File: src/rtl/mc_db_pkg.sv
// -----------------------------------------------------------------------------
// mc_db_pkg
// Shared definitions for the multi-channel debounced event counter with a
// scanned hex display:
//   mode_e      - count mode encoding carried on the 2-bit mode input
//   SEG_TABLE   - 16-entry hex glyph table, bit order g..a (bit 6 = g, bit 0 = a)
//   SEG_BLANK   - all segments dark
//   nib_to_seg  - nibble to 7-segment glyph lookup
// -----------------------------------------------------------------------------
package mc_db_pkg;

    typedef enum logic [1:0] {
        MODE_RISE = 2'b00,
        MODE_FALL = 2'b01,
        MODE_BOTH = 2'b10,
        MODE_HOLD = 2'b11
    } mode_e;

    // Active-high segments, bits 6:0 = g f e d c b a.
    localparam logic [6:0] SEG_TABLE [16] = '{
        7'h3F, // 0
        7'h06, // 1
        7'h5B, // 2
        7'h4F, // 3
        7'h66, // 4
        7'h6D, // 5
        7'h7D, // 6
        7'h07, // 7
        7'h7F, // 8
        7'h6F, // 9
        7'h77, // A
        7'h7C, // b
        7'h39, // C
        7'h5E, // d
        7'h79, // E
        7'h71  // F
    };

    localparam logic [7:0] SEG_BLANK = 8'h00;

    function automatic logic [6:0] nib_to_seg(input logic [3:0] nib);
        return SEG_TABLE[nib];
    endfunction

endpackage

File: src/rtl/db_chan.sv
// -----------------------------------------------------------------------------
// db_chan
// One switch channel: 2-flop synchronizer, counting debouncer and edge
// detector.
//
// Ports
//   clk     in   single clock, rising edge
//   rst     in   synchronous active-high reset
//   sw_raw  in   raw asynchronous switch level
//   rise    out  one-cycle pulse, registered together with the db 0->1 update
//   fall    out  one-cycle pulse, registered together with the db 1->0 update
//
// The debounced level follows the synchronized input only after the two have
// disagreed for DB_CYCLES consecutive cycles; a single agreeing cycle restarts
// the stability count.
// -----------------------------------------------------------------------------
module db_chan #(
    parameter int DB_CYCLES = 2_000_000
) (
    input  logic clk,
    input  logic rst,
    input  logic sw_raw,
    output logic rise,
    output logic fall
);

    // Counter holds 0..DB_CYCLES-1; DB_CYCLES >= 2 keeps the width >= 1.
    localparam int STAB_W = $clog2(DB_CYCLES);

    logic              sync1_q, sync1_d;
    logic              sync2_q, sync2_d;
    logic              db_q,    db_d;
    logic [STAB_W-1:0] stab_q,  stab_d;
    logic              rise_q,  rise_d;
    logic              fall_q,  fall_d;

    always_comb begin
        sync1_d = sw_raw;
        sync2_d = sync1_q;
        db_d    = db_q;
        stab_d  = '0;
        rise_d  = 1'b0;
        fall_d  = 1'b0;

        if (sync2_q != db_q) begin
            // The current cycle is the DB_CYCLES-th consecutive disagreement
            // when the count already holds DB_CYCLES-1.
            if (stab_q == STAB_W'(DB_CYCLES - 1)) begin
                db_d   = sync2_q;
                stab_d = '0;
                rise_d = sync2_q;
                fall_d = ~sync2_q;
            end else begin
                stab_d = stab_q + STAB_W'(1);
            end
        end
    end

    always_ff @(posedge clk) begin
        if (rst) begin
            sync1_q <= 1'b0;
            sync2_q <= 1'b0;
            db_q    <= 1'b0;
            stab_q  <= '0;
            rise_q  <= 1'b0;
            fall_q  <= 1'b0;
        end else begin
            sync1_q <= sync1_d;
            sync2_q <= sync2_d;
            db_q    <= db_d;
            stab_q  <= stab_d;
            rise_q  <= rise_d;
            fall_q  <= fall_d;
        end
    end

    assign rise = rise_q;
    assign fall = fall_q;

endmodule

File: src/rtl/mc_db_cnt_disp.sv
// -----------------------------------------------------------------------------
// mc_db_cnt_disp
// N_CH debounced switch channels, each feeding an event counter selected by
// mode, plus a multiplexed hex display of one selected counter.
//
// Parameters
//   N_CH       number of switch channels (1..16)
//   CNT_W      counter width, multiple of 4 (4..16); DIGITS = CNT_W/4
//   DB_CYCLES  consecutive stable cycles before a debounced level changes
//   SCAN_DIV   clock cycles each display digit stays selected
//   SAT        1 = counters stick at all-ones, 0 = counters wrap to 0
//
// Ports
//   clk       in   single clock, rising edge
//   rst       in   synchronous active-high reset
//   sw        in   [N_CH]          raw asynchronous switch levels
//   clr       in   clear all counters and overflow flags (wins over counting)
//   mode      in   [2]             00 rise, 01 fall, 10 both edges, 11 hold
//   ch_sel    in   [4]             channel shown on the display
//   cnt_flat  out  [N_CH*CNT_W]    counter i at [i*CNT_W +: CNT_W]
//   ovf       out  [N_CH]          sticky overflow / saturation flags
//   seg_sel   out  [DIGITS]        one-hot digit enable, registered
//   seg_led   out  [8]             dp + g..a segments, registered
// -----------------------------------------------------------------------------
module mc_db_cnt_disp
    import mc_db_pkg::*;
#(
    parameter int N_CH      = 2,
    parameter int CNT_W     = 8,
    parameter int DB_CYCLES = 2_000_000,
    parameter int SCAN_DIV  = 200_000,
    parameter int SAT       = 0,
    localparam int DIGITS   = CNT_W / 4
) (
    input  logic                   clk,
    input  logic                   rst,
    input  logic [N_CH-1:0]        sw,
    input  logic                   clr,
    input  logic [1:0]             mode,
    input  logic [3:0]             ch_sel,
    output logic [N_CH*CNT_W-1:0]  cnt_flat,
    output logic [N_CH-1:0]        ovf,
    output logic [DIGITS-1:0]      seg_sel,
    output logic [7:0]             seg_led
);

    localparam int DIV_W = $clog2(SCAN_DIV);
    localparam int DIG_W = (DIGITS > 1) ? $clog2(DIGITS) : 1;

    // Mode is evaluated in the cycle the edge pulse is high.
    function automatic logic count_en(input logic [1:0] m,
                                      input logic       r,
                                      input logic       f);
        logic en;
        case (mode_e'(m))
            MODE_RISE: en = r;
            MODE_FALL: en = f;
            MODE_BOTH: en = r | f;
            default:   en = 1'b0;
        endcase
        return en;
    endfunction

    logic [N_CH-1:0] rise;
    logic [N_CH-1:0] fall;

    logic [CNT_W-1:0] cnt_q [N_CH];
    logic [CNT_W-1:0] cnt_d [N_CH];
    logic [N_CH-1:0]  ovf_q, ovf_d;

    // ---------------------------------------------------------------------
    // Per-channel front end and flattened counter view
    // ---------------------------------------------------------------------
    for (genvar g = 0; g < N_CH; g++) begin : g_chan
        db_chan #(
            .DB_CYCLES (DB_CYCLES)
        ) u_db_chan (
            .clk    (clk),
            .rst    (rst),
            .sw_raw (sw[g]),
            .rise   (rise[g]),
            .fall   (fall[g])
        );

        assign cnt_flat[g*CNT_W +: CNT_W] = cnt_q[g];
    end

    // ---------------------------------------------------------------------
    // Event counters
    // ---------------------------------------------------------------------
    always_comb begin
        cnt_d = cnt_q;
        ovf_d = ovf_q;
        for (int i = 0; i < N_CH; i++) begin
            if (clr) begin
                cnt_d[i] = '0;
                ovf_d[i] = 1'b0;
            end else if (count_en(mode, rise[i], fall[i])) begin
                if (&cnt_q[i]) begin
                    ovf_d[i] = 1'b1;
                    cnt_d[i] = (SAT != 0) ? cnt_q[i] : '0;
                end else begin
                    cnt_d[i] = cnt_q[i] + CNT_W'(1);
                end
            end
        end
    end

    always_ff @(posedge clk) begin
        if (rst) begin
            for (int i = 0; i < N_CH; i++) begin
                cnt_q[i] <= '0;
            end
            ovf_q <= '0;
        end else begin
            cnt_q <= cnt_d;
            ovf_q <= ovf_d;
        end
    end

    assign ovf = ovf_q;

    // ---------------------------------------------------------------------
    // Scan divider and digit index
    // ---------------------------------------------------------------------
    logic [DIV_W-1:0] div_q, div_d;
    logic [DIG_W-1:0] dig_q, dig_d;

    always_comb begin
        div_d = div_q + DIV_W'(1);
        dig_d = dig_q;
        if (div_q == DIV_W'(SCAN_DIV - 1)) begin
            div_d = '0;
            dig_d = (dig_q == DIG_W'(DIGITS - 1)) ? '0 : dig_q + DIG_W'(1);
        end
    end

    always_ff @(posedge clk) begin
        if (rst) begin
            div_q <= '0;
            dig_q <= '0;
        end else begin
            div_q <= div_d;
            dig_q <= dig_d;
        end
    end

    // ---------------------------------------------------------------------
    // Display mux and registered segment outputs
    // ---------------------------------------------------------------------
    logic [CNT_W-1:0]  sel_cnt;
    logic              sel_ovf;
    logic              sel_ok;
    logic [3:0]        nib;
    logic [DIGITS-1:0] seg_sel_q, seg_sel_d;
    logic [7:0]        seg_led_q, seg_led_d;

    always_comb begin
        sel_cnt = '0;
        sel_ovf = 1'b0;
        sel_ok  = 1'b0;
        for (int i = 0; i < N_CH; i++) begin
            if (int'(ch_sel) == i) begin
                sel_cnt = cnt_q[i];
                sel_ovf = ovf_q[i];
                sel_ok  = 1'b1;
            end
        end

        // Index 0 is the leftmost digit, so it carries the top nibble.
        nib = '0;
        for (int j = 0; j < DIGITS; j++) begin
            if (dig_q == DIG_W'(j)) begin
                nib = sel_cnt[(DIGITS-1-j)*4 +: 4];
            end
        end

        seg_sel_d = DIGITS'(1) << dig_q;
        seg_led_d = SEG_BLANK;
        if (sel_ok) begin
            seg_led_d = {sel_ovf && (dig_q == '0), nib_to_seg(nib)};
        end
    end

    always_ff @(posedge clk) begin
        if (rst) begin
            seg_sel_q <= DIGITS'(1);
            seg_led_q <= SEG_BLANK;
        end else begin
            seg_sel_q <= seg_sel_d;
            seg_led_q <= seg_led_d;
        end
    end

    assign seg_sel = seg_sel_q;
    assign seg_led = seg_led_q;

endmodule

File: config.mk
export PLATFORM = sky130hd
export DESIGN_NAME = mc_db_cnt_disp
export DESIGN_NICKNAME = d
export VERILOG_FILES = /design/src/rtl/mc_db_pkg.sv /design/src/rtl/db_chan.sv /design/src/rtl/mc_db_cnt_disp.sv
export SDC_FILE = /design/constraint.sdc
export NUM_CORES = 1
export LEC_CHECK = 0
export CAP_MARGIN = 20
export CORE_ASPECT_RATIO = 0.6
export CORE_MARGIN = 8
export CORE_UTILIZATION = 41
export CTS_CLUSTER_DIAMETER = 60
export DETAILED_ROUTE_END_ITERATION = 8
export GPL_TIMING_DRIVEN = 0
export SETUP_SLACK_MARGIN = 0.1
export SYNTH_ARGS = -nofsm -noshare
export SYNTH_HDL_FRONTEND = slang
export SYNTH_SLANG_ARGS = --single-unit
File: constraint.sdc
create_clock -name clk -period 6.75 [get_ports clk]
set_input_delay 1.35 -clock clk [delete_from_list [all_inputs] [get_ports clk]]
set_output_delay 1.35 -clock clk [all_outputs]
set_load 0.02 [all_outputs]
==> metrics <==
via count 3,330; Post-synth EDFFs 0; ANT nets after route 0; initial antenna violation count 0; CTS Buf Count 9; slew margin rel. 56.2%; Max Freq 267 MHz; Final min period 3740 ps; synthesized area 4520 um^2; routability cong. 0.789; TritonCTS Sinks 99; WP buf/inv 2; Finish-stage setup viols 0; TritonCTS clock tree built; area delta synth->final 19.1%; final clock skew 7.77 ps; clock-pin slew on the worst setup and hold paths 70 ps; Post-synth ARST share 0%; first-pass GRT wire length 15,400 um; Top FF cell, synth dfxtp_1; Max stage delay on crit path 680 ps; vias in the first global route 3,086; Non-Filler Instances 679; Avg Cell Area, Syn 9.29 um^2; drt wl/cell 13.4 um; clk_lat worst skew 340 ps; Final WS setup 3010 ps; Post-CTS Setup Bufs 0; Initial DRC Count 140; core area 10,600 um^2; Syn Inst Count 486; Cell Count Post-Placement 663; Post-CTS Hold Buffers 0; worst-path maximum fanout 4; flops & latches, synth 99; final hold vios 0; gr usage total 13.0%; Starting Density 42.5%; post_cts resized 0; post-synth cell types 50; wirelength, routed 9070 um; cell area power density 213 nW/um^2; Slew Limit Fails 0; setup_tns 0 ps; Rows 29; DIE WIDTH 152 um; layout cells sized above 1 8.15%; vias per std cell 4.90; CP top delay family multiplexers; # port buffers 38; Hold Path Class reg -> reg; WP data required 6950 ps; Peak supply drop 0.125 mV; H-tree Lvls 3; fin crit share 55.4%; CP Cell Sequence clkdlybuf4s50_1, nor4b_4, mux4_1, and2_1, inv_1, ha_1, mux2i_1, nor2_1, a211oi_2; Ant. Diodes 0; unrepaired setup endpoints after global routing no; post-synthesis net count 509; CP Capture Type flop; largest net degree at the start of global routing 16; # IOs 39; Ys Warns 0; Setup WS pre-CTS 2690 ps; Layout Nets 558; total congestion overflow 0; drt pass-1 iters 4; leakage 1.82 nW; CTS Buffer Depth 2; die footprint 14,700 um^2; dpl hpwl 6800 um; critical path arrival 3940 ps; CP max-delay cell mux4_1; maxcap violations 0; root buffer cell clkbuf_16; register area share after synthesis 43.9%; Slew @ Worst Pin 652 ps; CP Class in -> reg; CP Launch Type primary input; chip height 97.3 um; Pwr Total 1.15 mW; status complete, no violations; post-route DRC violation count 0
logic make-up (layout without fill, tap and decap cells):
logic type | after synthesis | after routing | synth area share (%)
and+or+nand+nor | 244 | 244 | 28.4
DFF | 99 | 99 | 43.9
xor gates and xnor gates | 69 | 69 | 13.4
AOI/OAI and AO/OA | 25 | 25 | 4.21
buffers and inverters | 25 | 79 | 2.63
adders and majority gates | 12 | 12 | 3.32
muxes | 12 | 12 | 4.21
stage by stage:
step	area [um^2]	hold WS (ps)	utilization, %
final	5380	438	50.6
after global routing	5380	461	50.6
after CTS	5380	439	50.6
after detailed placement	5070	420	47.7
after global placement	5070	420	47.7
after floorplan	4520	414	-
routing by layer:
layer | wire length (um) | track usage, %
met3 | 508 | 4.47
met5 | 0 | 0
met4 | 107 | 3.82
met1 | 4840 | 18.3
met2 | 3610 | 18.0
area by class of cell:
cell class	count	area, um^2
fill	975	5250
multi-input combinational	362	2420
sequential	99	1980
timing repair buffer	38	380
clock buffer	13	260
tap	139	174
buffer	14	77.6
clock inverter	3	46.3
inverter	11	41.3
where the power goes:
group          leakage (nW)  switching (mW)  internal (mW)
Clock                 0.146           0.217          0.309
Combinational         0.872          0.0160         0.0151
Sequential            0.799         0.00325          0.588
Total                  1.82           0.236          0.912
sequential cells by signal (all words and copies together) (netlist names):
register	flops
g_chan.u_db_chan.db_q	2
seg_led	8
g_chan.u_db_chan.rise	2
ovf	2
dig_q	1
g_chan.u_db_chan.sync2_q	2
g_chan.u_db_chan.fall	2
cnt_flat	16
g_chan.u_db_chan.sync1_q	2
div_q	18
seg_sel	2
g_chan.u_db_chan.stab_q	42
final timing paths:
kind / startpoint / end / slack (ps) / depth (start not counted)
worst min register to register: g_chan[1].u_db_chan.sync1_q$_SDFF_PP0_ / g_chan[1].u_db_chan.sync2_q$_SDFF_PP0_ / 440 / 1
worst max register to register: cnt_flat[4]$_SDFFE_PP0P_ / seg_led[3]$_SDFF_PP0_ / 4640 / 7
worst min-delay path: g_chan[1].u_db_chan.sync1_q$_SDFF_PP0_ / g_chan[1].u_db_chan.sync2_q$_SDFF_PP0_ / 440 / 1
worst max-delay path: ch_sel[0] / seg_led[4]$_SDFF_PP0_ / 3010 / 9
Yosys cell counts (4+ instances only):
cell / instances / area, um^2
nor2b_1: 6 / 37.5
nor4b_1: 4 / 35.0
nor3b_1: 4 / 30.0
nor3_1: 8 / 40.0
a21oi_1: 6 / 30.0
or3_1: 4 / 25.0
inv_1: 11 / 41.3
nand2b_1: 4 / 25.0
nand4_1: 15 / 93.8
dfxtp_1: 99 / 1980
xnor2_1: 29 / 254
nor2_1: 101 / 379
nor4_1: 4 / 25.0
nand3_1: 32 / 160
and4_1: 4 / 35.0
clkbuf_1: 5 / 18.8
nand2_1: 25 / 93.8
xor2_1: 40 / 350
and3_1: 9 / 56.3
mux2i_1: 7 / 70.1
ha_1: 12 / 150
buf_2: 5 / 25.0
a211oi_1: 4 / 30.0
a211oi_2: 4 / 50.1
cell usage in the layout, fill, tap and decap left out, types with 3 or more instances in the layout:
master           synthesis  final
nand3_1                 32     32
a211oi_2                 4      4
nand2b_1                 4      4
nor2_1                 101    101
xnor2_1                 29     29
and3_1                   9      9
clkbuf_1                 5      7
clkbuf_16                0      9
or3_1                    4      4
mux2i_1                  7      7
inv_1                   11     11
and2_1                   3      3
nor4_2                   3      3
nor3b_1                  4      4
a21oi_1                  6      6
or2_1                    3      3
mux4_2                   3      3
a211oi_1                 4      4
nor3_1                   8      8
nand2_1                 25     25
nor2b_1                  6      6
xor2_1                  40     40
a31oi_1                  3      3
and4_1                   4      4
ha_1                    12     12
nand4_1                 15     15
dfxtp_1                 99     99
clkdlybuf4s50_1          0     38
nor4_1                   4      4
buf_2                    5      5
buf_4                    3      3
nor4b_1                  4      4
Note: power is estimated with default switching activity, not from simulation.
